File: config.mk
export PLATFORM = sky130hd
export DESIGN_NAME = gate_tt_sequencer_flat
export DESIGN_NICKNAME = d
export VERILOG_FILES = /design/src/rtl/gate_tt_sequencer_pkg.sv /design/src/rtl/gate_tt_sequencer_if.sv /design/src/rtl/gate_tt_sequencer_timer.sv /design/src/rtl/gate_tt_sequencer.sv /design/src/flat_wrapper.sv
export SDC_FILE = /design/constraint.sdc
export NUM_CORES = 1
export LEC_CHECK = 0
export ABC_AREA = 0
export CORE_MARGIN = 1
export CORE_UTILIZATION = 40
export DETAILED_ROUTE_END_ITERATION = 12
export MAX_ROUTING_LAYER = met4
export PLACE_DENSITY = 0.58
export SLEW_MARGIN = 20
export SYNTH_ARGS = -nofsm -noshare
export SYNTH_HDL_FRONTEND = slang
export SYNTH_SLANG_ARGS = --single-unit
File: constraint.sdc
create_clock -name clk -period 3.3 [get_ports clk]
set_input_delay 0.33 -clock clk [delete_from_list [all_inputs] [get_ports clk]]
set_output_delay 0.33 -clock clk [all_outputs]
set_load 0.005 [all_outputs]
File: src/rtl/gate_tt_sequencer_pkg.sv
// Shared constants for the gate truth-table sequencer: FSM encodings,
// the reference NAND truth table and the per-vector compare helper.
package gate_tt_sequencer_pkg;

  localparam logic [1:0] ST_IDLE   = 2'd0;
  localparam logic [1:0] ST_SETTLE = 2'd1;
  localparam logic [1:0] ST_CHECK  = 2'd2;
  localparam logic [1:0] ST_DONE   = 2'd3;

  localparam logic [3:0] NAND_TT = 4'b0111;

  // Truth-table bit index is {a,b}, which is exactly the vector number.
  function automatic logic vec_mismatch(input logic [3:0] tt, input logic [1:0] vec,
                                        input logic y);
    return (y != tt[vec]);
  endfunction

endpackage

File: src/rtl/gate_tt_sequencer_if.sv
// Signal bundle between the sequencer (master) and the lab side that
// supplies start / the gate output and consumes the results (slave).
interface gate_tt_sequencer_if;
  logic       start;
  logic       gate_out;
  logic       drv_a;
  logic       drv_b;
  logic       busy;
  logic       done;
  logic       pass;
  logic [2:0] err_cnt;
  logic [3:0] fail_vec;

  modport master (
    input  start, gate_out,
    output drv_a, drv_b, busy, done, pass, err_cnt, fail_vec
  );

  modport slave (
    output start, gate_out,
    input  drv_a, drv_b, busy, done, pass, err_cnt, fail_vec
  );
endinterface

File: src/rtl/gate_tt_sequencer_timer.sv
// Settle timer: 8-bit counter cleared by load, advanced by en; last flags
// the final settle cycle for the current limit.
module tt_settle_timer (
  input  logic       clk,
  input  logic       rst,
  input  logic       load,
  input  logic       en,
  input  logic [7:0] limit,
  output logic       last
);
  logic [7:0] count_r;

  // Settle counter register.
  always_ff @(posedge clk) begin
    if (rst) begin
      count_r <= 8'd0;
    end else if (load) begin
      count_r <= 8'd0;
    end else if (en) begin
      count_r <= count_r + 8'd1;
    end
  end

  assign last = (count_r == (limit - 8'd1));
endmodule

File: src/rtl/gate_tt_sequencer.sv
// Steps a 2-input gate through all four input vectors, waits SETTLE_CYCLES
// per vector, samples the output and scores it against EXPECT.
module gate_tt_sequencer
  import gate_tt_sequencer_pkg::*;
#(
  parameter int unsigned SETTLE_CYCLES = 4,
  parameter logic [3:0]  EXPECT        = NAND_TT
) (
  input logic                 clk,
  input logic                 rst,
  gate_tt_sequencer_if.master bus
);
  localparam logic [7:0] SETTLE_LIM = 8'(SETTLE_CYCLES);

  logic [1:0] state_r;
  logic [1:0] vec_r;
  logic       drv_a_r;
  logic       drv_b_r;
  logic       busy_r;
  logic       done_r;
  logic       pass_r;
  logic [2:0] err_cnt_r;
  logic [3:0] fail_vec_r;

  logic       load_s;
  logic       en_s;
  logic       last_s;
  logic       mismatch_s;
  logic [2:0] err_next_s;

  tt_settle_timer u_timer (
    .clk   (clk),
    .rst   (rst),
    .load  (load_s),
    .en    (en_s),
    .limit (SETTLE_LIM),
    .last  (last_s)
  );

  assign mismatch_s = vec_mismatch(EXPECT, vec_r, bus.gate_out);
  assign err_next_s = err_cnt_r + {2'b00, mismatch_s};

  // Timer control: restart on run acceptance and after every check.
  always_comb begin
    load_s = 1'b0;
    en_s   = 1'b0;
    case (state_r)
      ST_IDLE:   load_s = bus.start;
      ST_SETTLE: en_s   = 1'b1;
      ST_CHECK:  load_s = 1'b1;
      default: begin
        load_s = 1'b0;
        en_s   = 1'b0;
      end
    endcase
  end

  // Sequencer FSM, vector drive and scoreboard registers.
  always_ff @(posedge clk) begin
    if (rst) begin
      state_r    <= ST_IDLE;
      vec_r      <= 2'd0;
      drv_a_r    <= 1'b0;
      drv_b_r    <= 1'b0;
      busy_r     <= 1'b0;
      done_r     <= 1'b0;
      pass_r     <= 1'b0;
      err_cnt_r  <= 3'd0;
      fail_vec_r <= 4'd0;
    end else begin
      case (state_r)
        ST_IDLE: begin
          if (bus.start) begin
            state_r    <= ST_SETTLE;
            vec_r      <= 2'd0;
            drv_a_r    <= 1'b0;
            drv_b_r    <= 1'b0;
            busy_r     <= 1'b1;
            pass_r     <= 1'b0;
            err_cnt_r  <= 3'd0;
            fail_vec_r <= 4'd0;
          end
        end
        ST_SETTLE: begin
          if (last_s) begin
            state_r <= ST_CHECK;
          end
        end
        ST_CHECK: begin
          err_cnt_r <= err_next_s;
          if (mismatch_s) begin
            fail_vec_r[vec_r] <= 1'b1;
          end
          if (vec_r == 2'd3) begin
            // pass is taken from the post-check count so it is valid with done.
            state_r <= ST_DONE;
            drv_a_r <= 1'b0;
            drv_b_r <= 1'b0;
            busy_r  <= 1'b0;
            done_r  <= 1'b1;
            pass_r  <= (err_next_s == 3'd0);
          end else begin
            state_r            <= ST_SETTLE;
            vec_r              <= vec_r + 2'd1;
            {drv_a_r, drv_b_r} <= vec_r + 2'd1;
          end
        end
        ST_DONE: begin
          state_r <= ST_IDLE;
          done_r  <= 1'b0;
        end
        default: begin
          state_r <= ST_IDLE;
          done_r  <= 1'b0;
          busy_r  <= 1'b0;
        end
      endcase
    end
  end

  assign bus.drv_a    = drv_a_r;
  assign bus.drv_b    = drv_b_r;
  assign bus.busy     = busy_r;
  assign bus.done     = done_r;
  assign bus.pass     = pass_r;
  assign bus.err_cnt  = err_cnt_r;
  assign bus.fail_vec = fail_vec_r;
endmodule

File: src/flat_wrapper.sv
// flat-port wrapper written by rule: the top's interface ports become plain ports
module gate_tt_sequencer_flat import gate_tt_sequencer_pkg::*;
#(
  parameter int unsigned SETTLE_CYCLES = 4,
  parameter logic [3:0]  EXPECT        = NAND_TT
)
  (clk, rst, bus_start, bus_gate_out, bus_drv_a, bus_drv_b, bus_busy, bus_done, bus_pass, bus_err_cnt, bus_fail_vec);
  gate_tt_sequencer_if bus_i ();
  input logic clk;
  input logic rst;
  input wire logic [$bits(bus_i.start)-1:0] bus_start;
  input wire logic [$bits(bus_i.gate_out)-1:0] bus_gate_out;
  output wire logic [$bits(bus_i.drv_a)-1:0] bus_drv_a;
  output wire logic [$bits(bus_i.drv_b)-1:0] bus_drv_b;
  output wire logic [$bits(bus_i.busy)-1:0] bus_busy;
  output wire logic [$bits(bus_i.done)-1:0] bus_done;
  output wire logic [$bits(bus_i.pass)-1:0] bus_pass;
  output wire logic [$bits(bus_i.err_cnt)-1:0] bus_err_cnt;
  output wire logic [$bits(bus_i.fail_vec)-1:0] bus_fail_vec;
  assign bus_i.start = bus_start;
  assign bus_i.gate_out = bus_gate_out;
  assign bus_drv_a = bus_i.drv_a;
  assign bus_drv_b = bus_i.drv_b;
  assign bus_busy = bus_i.busy;
  assign bus_done = bus_i.done;
  assign bus_pass = bus_i.pass;
  assign bus_err_cnt = bus_i.err_cnt;
  assign bus_fail_vec = bus_i.fail_vec;
  gate_tt_sequencer #(.SETTLE_CYCLES(SETTLE_CYCLES), .EXPECT(EXPECT)) u_core (.clk(clk), .rst(rst), .bus(bus_i));
endmodule
# --- After elaboration in Yosys (flattened, before gate mapping) ---
# Cells that the tools add are included.
word_totals:
  in_bits: 4
  wordCells: 69
  output_inout_bits: 12
  regBits: 24
classes:
  reduce_logical: 12
  magnitude_cmp: 2
  eq_ne: 11
  add_sub_neg: 3
  bitwise_logic: 1
  n_mux: 30
ops:
  columns: ["cell", "n"]
  rows:
  - ["one-hot mux 1 bit (2 select lines)", 6]
  - ["2-to-1 mux 1 bit", 10]
  - ["2-to-1 mux 2 bit", 5]
  - ["AND reduction 3 bit", 3]
  - ["adder 8 x 1 -> 8 bit, second input constant", 1]
  - ["equality test 8 x 2 -> 1 bit, second input constant", 1]
  - ["2-to-1 mux 4 bit", 2]
  - ["one-hot mux 2 bit (4 select lines)", 1]
  - ["one-hot mux 4 bit (2 select lines)", 1]
  - ["equality test 2 bit, second input constant", 3]
  - ["inequality test 2 x 1 -> 1 bit, second input constant", 3]
  - ["one-hot mux 3 bit (2 select lines)", 1]
  - ["AND reduction 2 bit", 3]
  - ["inequality test 2 bit, second input constant", 2]
  - ["OR 4 bit", 1]
  - ["one-hot mux 2 bit (2 select lines)", 1]
  - ["nonzero test 2 bit", 2]
  - ["adder 3 x 1 -> 3 bit", 1]
  - ["zero test 3 bit", 1]
  - ["less-than comparator 2 x 3 -> 1 bit, second input constant", 1]
  - ["2-to-1 mux 3 bit", 1]
  - ["adder 2 x 1 -> 2 bit, second input constant", 1]
  - ["binary-select mux 1 bit (select 2 bit)", 1]
  - ["demux 1 bit (select 2 bit)", 1]
  - ["other kinds (6)", 6]

# --- Depth between registers and ports, before layout ---
# Gate-level depths: netlist (run 1).
logic_depth:
  word_depth: 7
  mapped_depth: 8
  depth_no_buf: 7

# --- Modules after synthesis ---
# Synthesis (run 1) repeated with hierarchy kept, for this count alone.
unflattened:
  cells_unflattened: 157
  hier_area_um2: 1376.3
by_module_without_submodules:
  columns: ["module", "area_per_inst_um2", "n_inst", "cells_each"]
  rows:
  - ["gate_tt_sequencer", 788.3, 1, 86]
  - ["tt_settle_timer", 588.1, 1, 71]

# --- Least setup slack after synthesis (run 1) ---
# No wires, ideal clock.
synth_timing:
  path_kind: "register to register"
  from: "register u_core.vec_r[0]"
  to: "register u_core.pass_r, in the netlist u_core.bus.pass"
  slack_ns: 0.719
  t_arrival_ns: 2.510
  stages_incl_launch_ff: 9
  path_buffers: 1
  period_less_slack_ns: 2.581
  path_cell_list: "dfxtp_1 > ha_1 > clkbuf_1 > xnor2_1 > ha_1 > ha_1 > or4b_1 > or4_1 > a21oi_1"
synth_between:
  elab_chain_len: 7
  elab_cells_between_ends: 10
synth_rtl:
  columns: ["element", "line", "source"]
  rows:
  - ["start: declaration", "gate_tt_sequencer.sv:16", "logic [1:0] vec_r;"]
  - ["start signal: assignment", "gate_tt_sequencer.sv:104", "vec_r <= vec_r + 2'd1;"]
  - ["binary-select mux 1 bit (select 2 bit)", "gate_tt_sequencer_pkg.sv:15", "return (y != tt[vec]);"]
  - ["2-to-1 mux 1 bit (not written as such)", "gate_tt_sequencer_pkg.sv:15", null]
  - ["inequality test 1 bit", "gate_tt_sequencer_pkg.sv:15", null]
  - ["adder 3 x 1 -> 3 bit", "gate_tt_sequencer.sv:41", "assign err_next_s = err_cnt_r + {2'b00, mismatch_s};"]
  - ["zero test 3 bit", "gate_tt_sequencer.sv:101", "pass_r <= (err_next_s == 3'd0);"]
  - ["2-to-1 mux 1 bit", "gate_tt_sequencer.sv:94", "if (vec_r == 2'd3) begin"]
  - ["one-hot mux 1 bit (2 select lines)", "gate_tt_sequencer.sv:71", "case (state_r)"]
  - ["end signal: assignment", "gate_tt_sequencer.sv:101", null]
  - ["end: declaration", "gate_tt_sequencer.sv:21", "logic pass_r;"]
# Parallel ways exist; a longest one is shown, timed or not. The select of a mux whose other input is x is not followed.
# A chain may end at the register's enable or synchronous reset.

# --- Worst setup path in the final report (run 1) ---
# Same ends and word-level chain as after synthesis.

==> reports/metrics.json, run 1 <==
{
  "run_status": "complete, no violations",
  "drt-wirelength-per-cell_um": 13.8,
  "clock.fmax_ghz": 0.363,
  "commonest_register_cell_after_synthesis": "dfxtp_1",
  "port-buffer-count": 15,
  "synthCells": 130,
  "antenna_found_initial": 0,
  "critical_path_class": "flop to flop",
  "syn_avg_cell_area_um2": 8.67,
  "tightestPinTransition_ns": 0.599,
  "dp_slack_ns": 0.504,
  "route.detailed.drc": 0,
  "yosysUniqueCellTypes": 32,
  "antenna_cells_inserted": 0,
  "drt-pass1-iter-count": 4,
  "clock-root-buffer": "clkbuf_4",
  "seq_area_frac_synth": 0.426,
  "syn_nets": 141,
  "cell_type_group_with_the_largest_total_delay_on_the_critical_path": "simple AND/OR/NAND/NOR gates",
  "grt_setup_unrepaired": "no",
  "place_hpwl_mm": 1.72,
  "global_placement_routability_congestion": 0.779,
  "timing.critical_path.buf_inv": 0,
  "power.density_cell_area_nw_per_um2": 371,
  "netlist_area_um2": 1130,
  "floorplan.initialDensity": 0.439,
  "yosysTopAreaCellShare": 0.426,
  "fin_setup_tns_ns": 0,
  "final_net_count": 156,
  "layout_worst_path_cycle_share": 0.835,
  "grt_overflow": 0,
  "full_die_area_um2": 3030,
  "postCtsSetupBuffers": 0,
  "tritoncts.num_buffers": 3,
  "syn2layout_area_growth_pct": 18.5,
  "postCtsResizedCells": 0,
  "timing.hold.worst.start": "u_core.bus.fail_vec[3]$_SDFFE_PP0P_",
  "insertion_delay_ns": 0.32,
  "slowest_stage_delay_cp_ns": 0.50,
  "design.core.area_um2": 2570,
  "post_synthesis_register_bit_count": 24,
  "slew_headroom": 0.600,
  "tritoncts": "done",
  "largest_area_contributor_in_the_netlist": "dfxtp_1",
  "critPathMaxFanout": 10,
  "top_level_ports": 16,
  "path_cells": "ha_1 > xnor2_1 > ha_1 > ha_1 > or4b_1 > or4_1 > a21oi_1",
  "crit_path_top_delay_cell": "or4_1",
  "routed-via-count": 949,
  "synth-async-reset-ratio": 0,
  "commonest_non_fill_non_tap_cells_in_the_layout": "dfxtp_1, a21oi_1, clkdlybuf4s50_1",
  "grt_pass1_wl_mm": 3.77,
  "synth.area.top_cells": "dfxtp_1, ha_1, a21oi_1",
  "final_wirelength_mm": 2.40,
  "finalHoldViolations": 0,
  "static-leakage-power_uw": 0.000454,
  "globalRouteTotalUtil": 0.184,
  "crit_start": "u_core.vec_r[0]$_SDFFE_PP0P_",
  "num_rows": 18,
  "length_in_cells_of_the_worst_reg_to_reg_path": 7,
  "worst_hold_path_type": "flop to flop",
  "end_kind": "flop",
  "most_frequent_standard_cell_in_the_layout_excluding_fill_and_tap_cells": "dfxtp_1",
  "antenna_left": 0,
  "post_cts_hold_buffer_count": 0,
  "cts-htree-levels": 1,
  "drv.max_cap_violation_count": 0,
  "fin_crit_ns": 2.75,
  "die_width_um": 55.1,
  "drive_gt1_frac": 0.0347,
  "fillerInstances": 264,
  "drtIter0Drc": 14,
  "detail_route.vias_per_cell": 5.45,
  "die_height_um": 55.1,
  "grt_max_degree": 16,
  "number_of_max_slew_violations_in_the_final_report": 0,
  "crit_path_depth": 7,
  "startpoint_type": "flop",
  "clock_sinks": 24,
  "min_path_cells": 2,
  "clock_skew_ns": 0.00277,
  "largest_buffer_count_on_any_clock_path": 2,
  "number_of_flops_mapped_to_enable_cells_by_yosys": 0,
  "grt_pass1_vias": 817,
  "setup_viol": 0,
  "timing.critical_path.mode_cell": "ha_1",
  "power.ir.vdd_worst_mv": 0.379,
  "clk_pin_slew_ns": 0.13,
  "critical_path_arrival_ns": 3.01,
  "yosysWarningCount": 0,
  "fin_ws_ns": 0.546,
  "r2r-start": "u_core.vec_r[0]$_SDFFE_PP0P_",
  "cp_required_ns": 3.55
}
## state kept, by name (all words and copies together) (netlist names)
signal	count
u_core.bus.drv_b	1
u_core.bus.drv_a	1
u_core.bus.busy	1
u_core.bus.err_cnt	3
u_core.state_r	2
u_core.bus.pass	1
u_core.bus.done	1
u_core.u_timer.count_r	8
u_core.bus.fail_vec	4
u_core.vec_r	2
## layer usage
metal,vias to the layer above,global-route usage,part of all wire
met1,440,0.238,0.55
met2,14,0.275,0.40
met4,0,0.0500,0.0096
li1,491,-,-
met5,-,-,0
met3,4,0.0574,0.035
## cells in the mapped netlist (2+ instances only)
| cell type | count |
|---|---|
| and2_1 | 2 |
| or3_1 | 4 |
| a21oi_1 | 16 |
| clkbuf_1 | 6 |
| inv_1 | 7 |
| a22oi_1 | 3 |
| nor2b_1 | 5 |
| xnor2_1 | 3 |
| o21ai_0 | 10 |
| mux2i_1 | 2 |
| nor3_1 | 2 |
| a31oi_1 | 4 |
| or4_1 | 2 |
| ha_1 | 7 |
| dfxtp_1 | 24 |
| nand3_1 | 5 |
| nor3b_1 | 2 |
| nor2_1 | 8 |
| nand2_1 | 5 |
## tightest hold or removal path: stages, from the launching register on
cell and delay, ns:
dfxtp_1 0.36, a31oi_1 0.04, nor2_1 0.07
## final cells by class
class	instances	area, um^2	area share
Timing Repair Buffer	16	158	0.118
Clock buffer	4	36.3	0.0272
Inverter	7	26.3	0.0197
Tap cell	30	37.5	0.0281
Sequential cell	24	480	0.360
Multi-Input combinational cell	93	598	0.448
## report_power, final
| group | switching, uW | internal [uW] | total [uW] | leakage, uW |
|---|---|---|---|---|
| clock | 92.3 | 67.5 | 160 | 0.0000210 |
| combinational | 18.3 | 16.5 | 34.7 | 0.000239 |
| sequential | 6.67 | 294 | 301 | 0.000194 |
## final timing paths
| kind | endpoint | slack [ns] |
|---|---|---|
| min reg2reg | u_core.bus.fail_vec[3]$_SDFFE_PP0P_ | 0.49 |
| min | u_core.bus.fail_vec[3]$_SDFFE_PP0P_ | 0.49 |
| max | u_core.bus.pass$_SDFFE_PP0P_ | 0.55 |
| max reg2reg | u_core.bus.pass$_SDFFE_PP0P_ | 0.55 |
## logic make-up after synthesis
family          synth area share
compound gates             0.200
xor+xnor                  0.0311
fa+ha+maj                 0.0777
buf+inv                   0.0433
flops                      0.426
mux                       0.0178
simple gates               0.204
## through the flow
stage	hold WS (ns)	area, um^2	util	power (uW)	std cells
finish	0.488	1340	0.520	495	174
global route	0.507	1340	0.520	517	174
CTS	0.489	1340	0.520	502	174
detailed placement	0.457	1300	0.506	342	170
global placement	0.460	1300	0.506	341	170
floorplan	0.399	1130	-	326	130
Note: power is estimated with default switching activity, not from simulation.
==> inputs of run 2 (changes only) <==
PLACE_DENSITY = 0.6   (was 0.58)
clock period = 2.3 ns   (was 3.3 ns; I/O delays follow)
==> run 2 against run 1 <==
  * Clock-buffer cell count shrank 1
  * Register-to-register slack lost 0.47 ns
  * Hold slack gained 0.012 ns
  * Clock skew grew 0.0078 ns
  * Sequential power grew 42%
  * Non-clock buffer count grew 5
  * Clock power grew 92%
  * Routed wire length grew 3.4%
  * Combinational power grew 71%
  * Flip-flop and latch count is the same
==> reports/metrics.json, run 2 (synthesized netlist as in run 1, its figures left out) <==
{
  "run_status": "complete, no violations",
  "crit_path_top_delay_cell": "or4_4",
  "drive_gt1_frac": 0.121,
  "setup_viol": 0,
  "clk_pin_slew_ns": 0.14,
  "slew_headroom": 0.625,
  "layout_worst_path_cycle_share": 0.968,
  "grt_max_degree": 15,
  "commonest_non_fill_non_tap_cells_in_the_layout": "dfxtp_1, a21oi_1, clkdlybuf4s50_1",
  "die_height_um": 55.1,
  "grt_pass1_vias": 942,
  "crit_start": "u_core.vec_r[1]$_SDFFE_PP0P_",
  "postCtsSetupBuffers": 0,
  "syn2layout_area_growth_pct": 29.2,
  "clock-root-buffer": "clkbuf_4",
  "top_layer_used": "met4",
  "r2r-start": "u_core.vec_r[1]$_SDFFE_PP0P_",
  "hold_ws_ns": 0.500,
  "antenna_left": 0,
  "grt_overflow": 0,
  "fin_ws_ns": 0.0734,
  "power.density_cell_area_nw_per_um2": 546,
  "global_placement_routability_congestion": 0.726,
  "static-leakage-power_uw": 0.000490,
  "drtIter0Drc": 14,
  "grt_setup_unrepaired": "yes",
  "dp_slack_ns": -0.241,
  "critPathCapture": "u_core.bus.pass$_SDFFE_PP0P_",
  "full_die_area_um2": 3030,
  "drt-pass1-iter-count": 4,
  "insertion_delay_ns": 0.32,
  "tritoncts.num_buffers": 3,
  "top_register": "u_core.u_timer.count_r",
  "tightestPinTransition_ns": 0.561,
  "tritoncts": "done",
  "length_in_cells_of_the_worst_reg_to_reg_path": 7,
  "most_frequent_standard_cell_in_the_layout_excluding_fill_and_tap_cells": "dfxtp_1",
  "fillerInstances": 233,
  "finalHoldViolations": 0,
  "worst_hold_path_type": "flop to flop",
  "grt_pass1_wl_mm": 4.11,
  "place_hpwl_mm": 1.84,
  "route.detailed.drc": 0,
  "drt-wirelength-per-cell_um": 13.9,
  "final_net_count": 161,
  "cp_required_ns": 2.57,
  "fin_crit_ns": 2.23,
  "path_cells": "ha_4 > xnor2_4 > ha_4 > ha_4 > or4b_1 > or4_4 > a21oi_2",
  "power.ir.vdd_worst_mv": 0.419,
  "routed-via-count": 996,
  "r2r_end": "u_core.bus.pass$_SDFFE_PP0P_",
  "antenna_found_initial": 0,
  "cts-htree-levels": 1,
  "clock_skew_ns": 0.0105,
  "die_width_um": 55.1,
  "critPathMaxFanout": 4,
  "drv.max_cap_violation_count": 0,
  "globalRouteTotalUtil": 0.197,
  "num_rows": 18,
  "timing.critical_path.mode_cell": "ha_4",
  "floorplan.initialDensity": 0.439,
  "fin_setup_tns_ns": 0,
  "wl_met1_mm": 1.14,
  "number_of_max_slew_violations_in_the_final_report": 0,
  "port-buffer-count": 15,
  "slowest_stage_delay_cp_ns": 0.49,
  "final_wirelength_mm": 2.48,
  "largest_register_ff_count": 8,
  "post_cts_hold_buffer_count": 0,
  "top_level_ports": 16,
  "design.core.area_um2": 2570,
  "end_kind": "flop",
  "antenna_cells_inserted": 0,
  "detailroute.wirelength.met2_mm": 1.26,
  "startpoint_type": "flop",
  "critical_path_arrival_ns": 2.49,
  "timing.hold.worst.start": "u_core.bus.fail_vec[3]$_SDFFE_PP0P_",
  "post-layout-total-power_uw": 795,
  "largest_buffer_count_on_any_clock_path": 2,
  "rrSetupSlack_ns": 0.07,
  "detail_route.vias_per_cell": 5.56,
  "clock_sinks": 24,
  "met3RoutedLength_um": 60,
  "critical_path_class": "flop to flop",
  "final_util": 0.567,
  "clock.fmax_ghz": 0.449
}
==> run 2: changes by cell type in the layout (fill, tap and decap cells not counted), sizes merged <==
| cell | change |
|---|---|
| bufinv | +1 |
| clkbuf | -1 |
| buf | +5 |
==> run 2: critical path, delay by kind of cell, from the launching register on <==
kind / cells / cell delay, ns
AOI/OAI and AO/OA: 1 / 0.11
xor gates and xnor gates: 1 / 0.22
and+or+nand+nor: 2 / 0.95
DFF: 1 / 0.36
adders and majority gates: 3 / 0.54
==> run 2: repair_timing <==
| action | 4_1_cts | 5_1_grt |
|---|---|---|
| gates resized for setup | 0 | 4 |
| endpoints found under the hold margin | 0 | 0 |
| endpoints found under the setup margin | 0 | 1 |
==> run 2: per-layer routing <==
metal,GRT usage,vias to the layer above
li1,-,504
met1,0.213,480
met2,0.355,8
met3,0.0574,4
met4,0.0375,0
met5,-,-
==> run 2: metrics by stage <==
| step | area (um^2) | instances |
|---|---|---|
| 5_1_grt | 1460 | 179 |
| 6_report | 1460 | 179 |
| 2_1_floorplan | 1180 | 130 |
| 3_3_place_gp | 1390 | 175 |
| 4_1_cts | 1440 | 179 |
| 3_5_place_dp | 1390 | 175 |
==> run 2: how the worst min path moves through the flow <==
stage                                     endpoint  slack [ns]  depth (start not counted)
3_5_place_dp   u_core.bus.fail_vec[3]$_SDFFE_PP0P_        0.47                          2
5_1_grt               u_core.bus.busy$_SDFFE_PP0P_        0.52                          2
3_3_place_gp   u_core.bus.fail_vec[3]$_SDFFE_PP0P_        0.46                          2
4_1_cts               u_core.bus.busy$_SDFFE_PP0P_        0.50                          2
6_report       u_core.bus.fail_vec[3]$_SDFFE_PP0P_        0.50                          2
2_1_floorplan       u_core.state_r[0]$_SDFFE_PP0P_        0.30                          1
==> run 2: cell type report <==
class                   count  area [um^2]  area share
clock buffers               3         22.5      0.0155
clock inverters             1         30.0      0.0206
repair buffers             21          195       0.134
multi-input cells          93          662       0.454
inverters                   7         26.3      0.0180
well taps                  30         37.5      0.0258
flip-flops and latches     24          483       0.332
==> run 2: power by group <==
| part | switching, uW | leakage, uW | internal (uW) |
|---|---|---|---|
| clock | 132 | 0.0000279 | 176 |
| combinational | 31.8 | 0.000267 | 27.5 |
| sequential | 5.44 | 0.000195 | 422 |
==> inputs of run 3 (changes only) <==
CAP_MARGIN = 20   (was default)
==> results of run 3 <==
No change in the layout: final DEF, timing and power equal those of run 2.
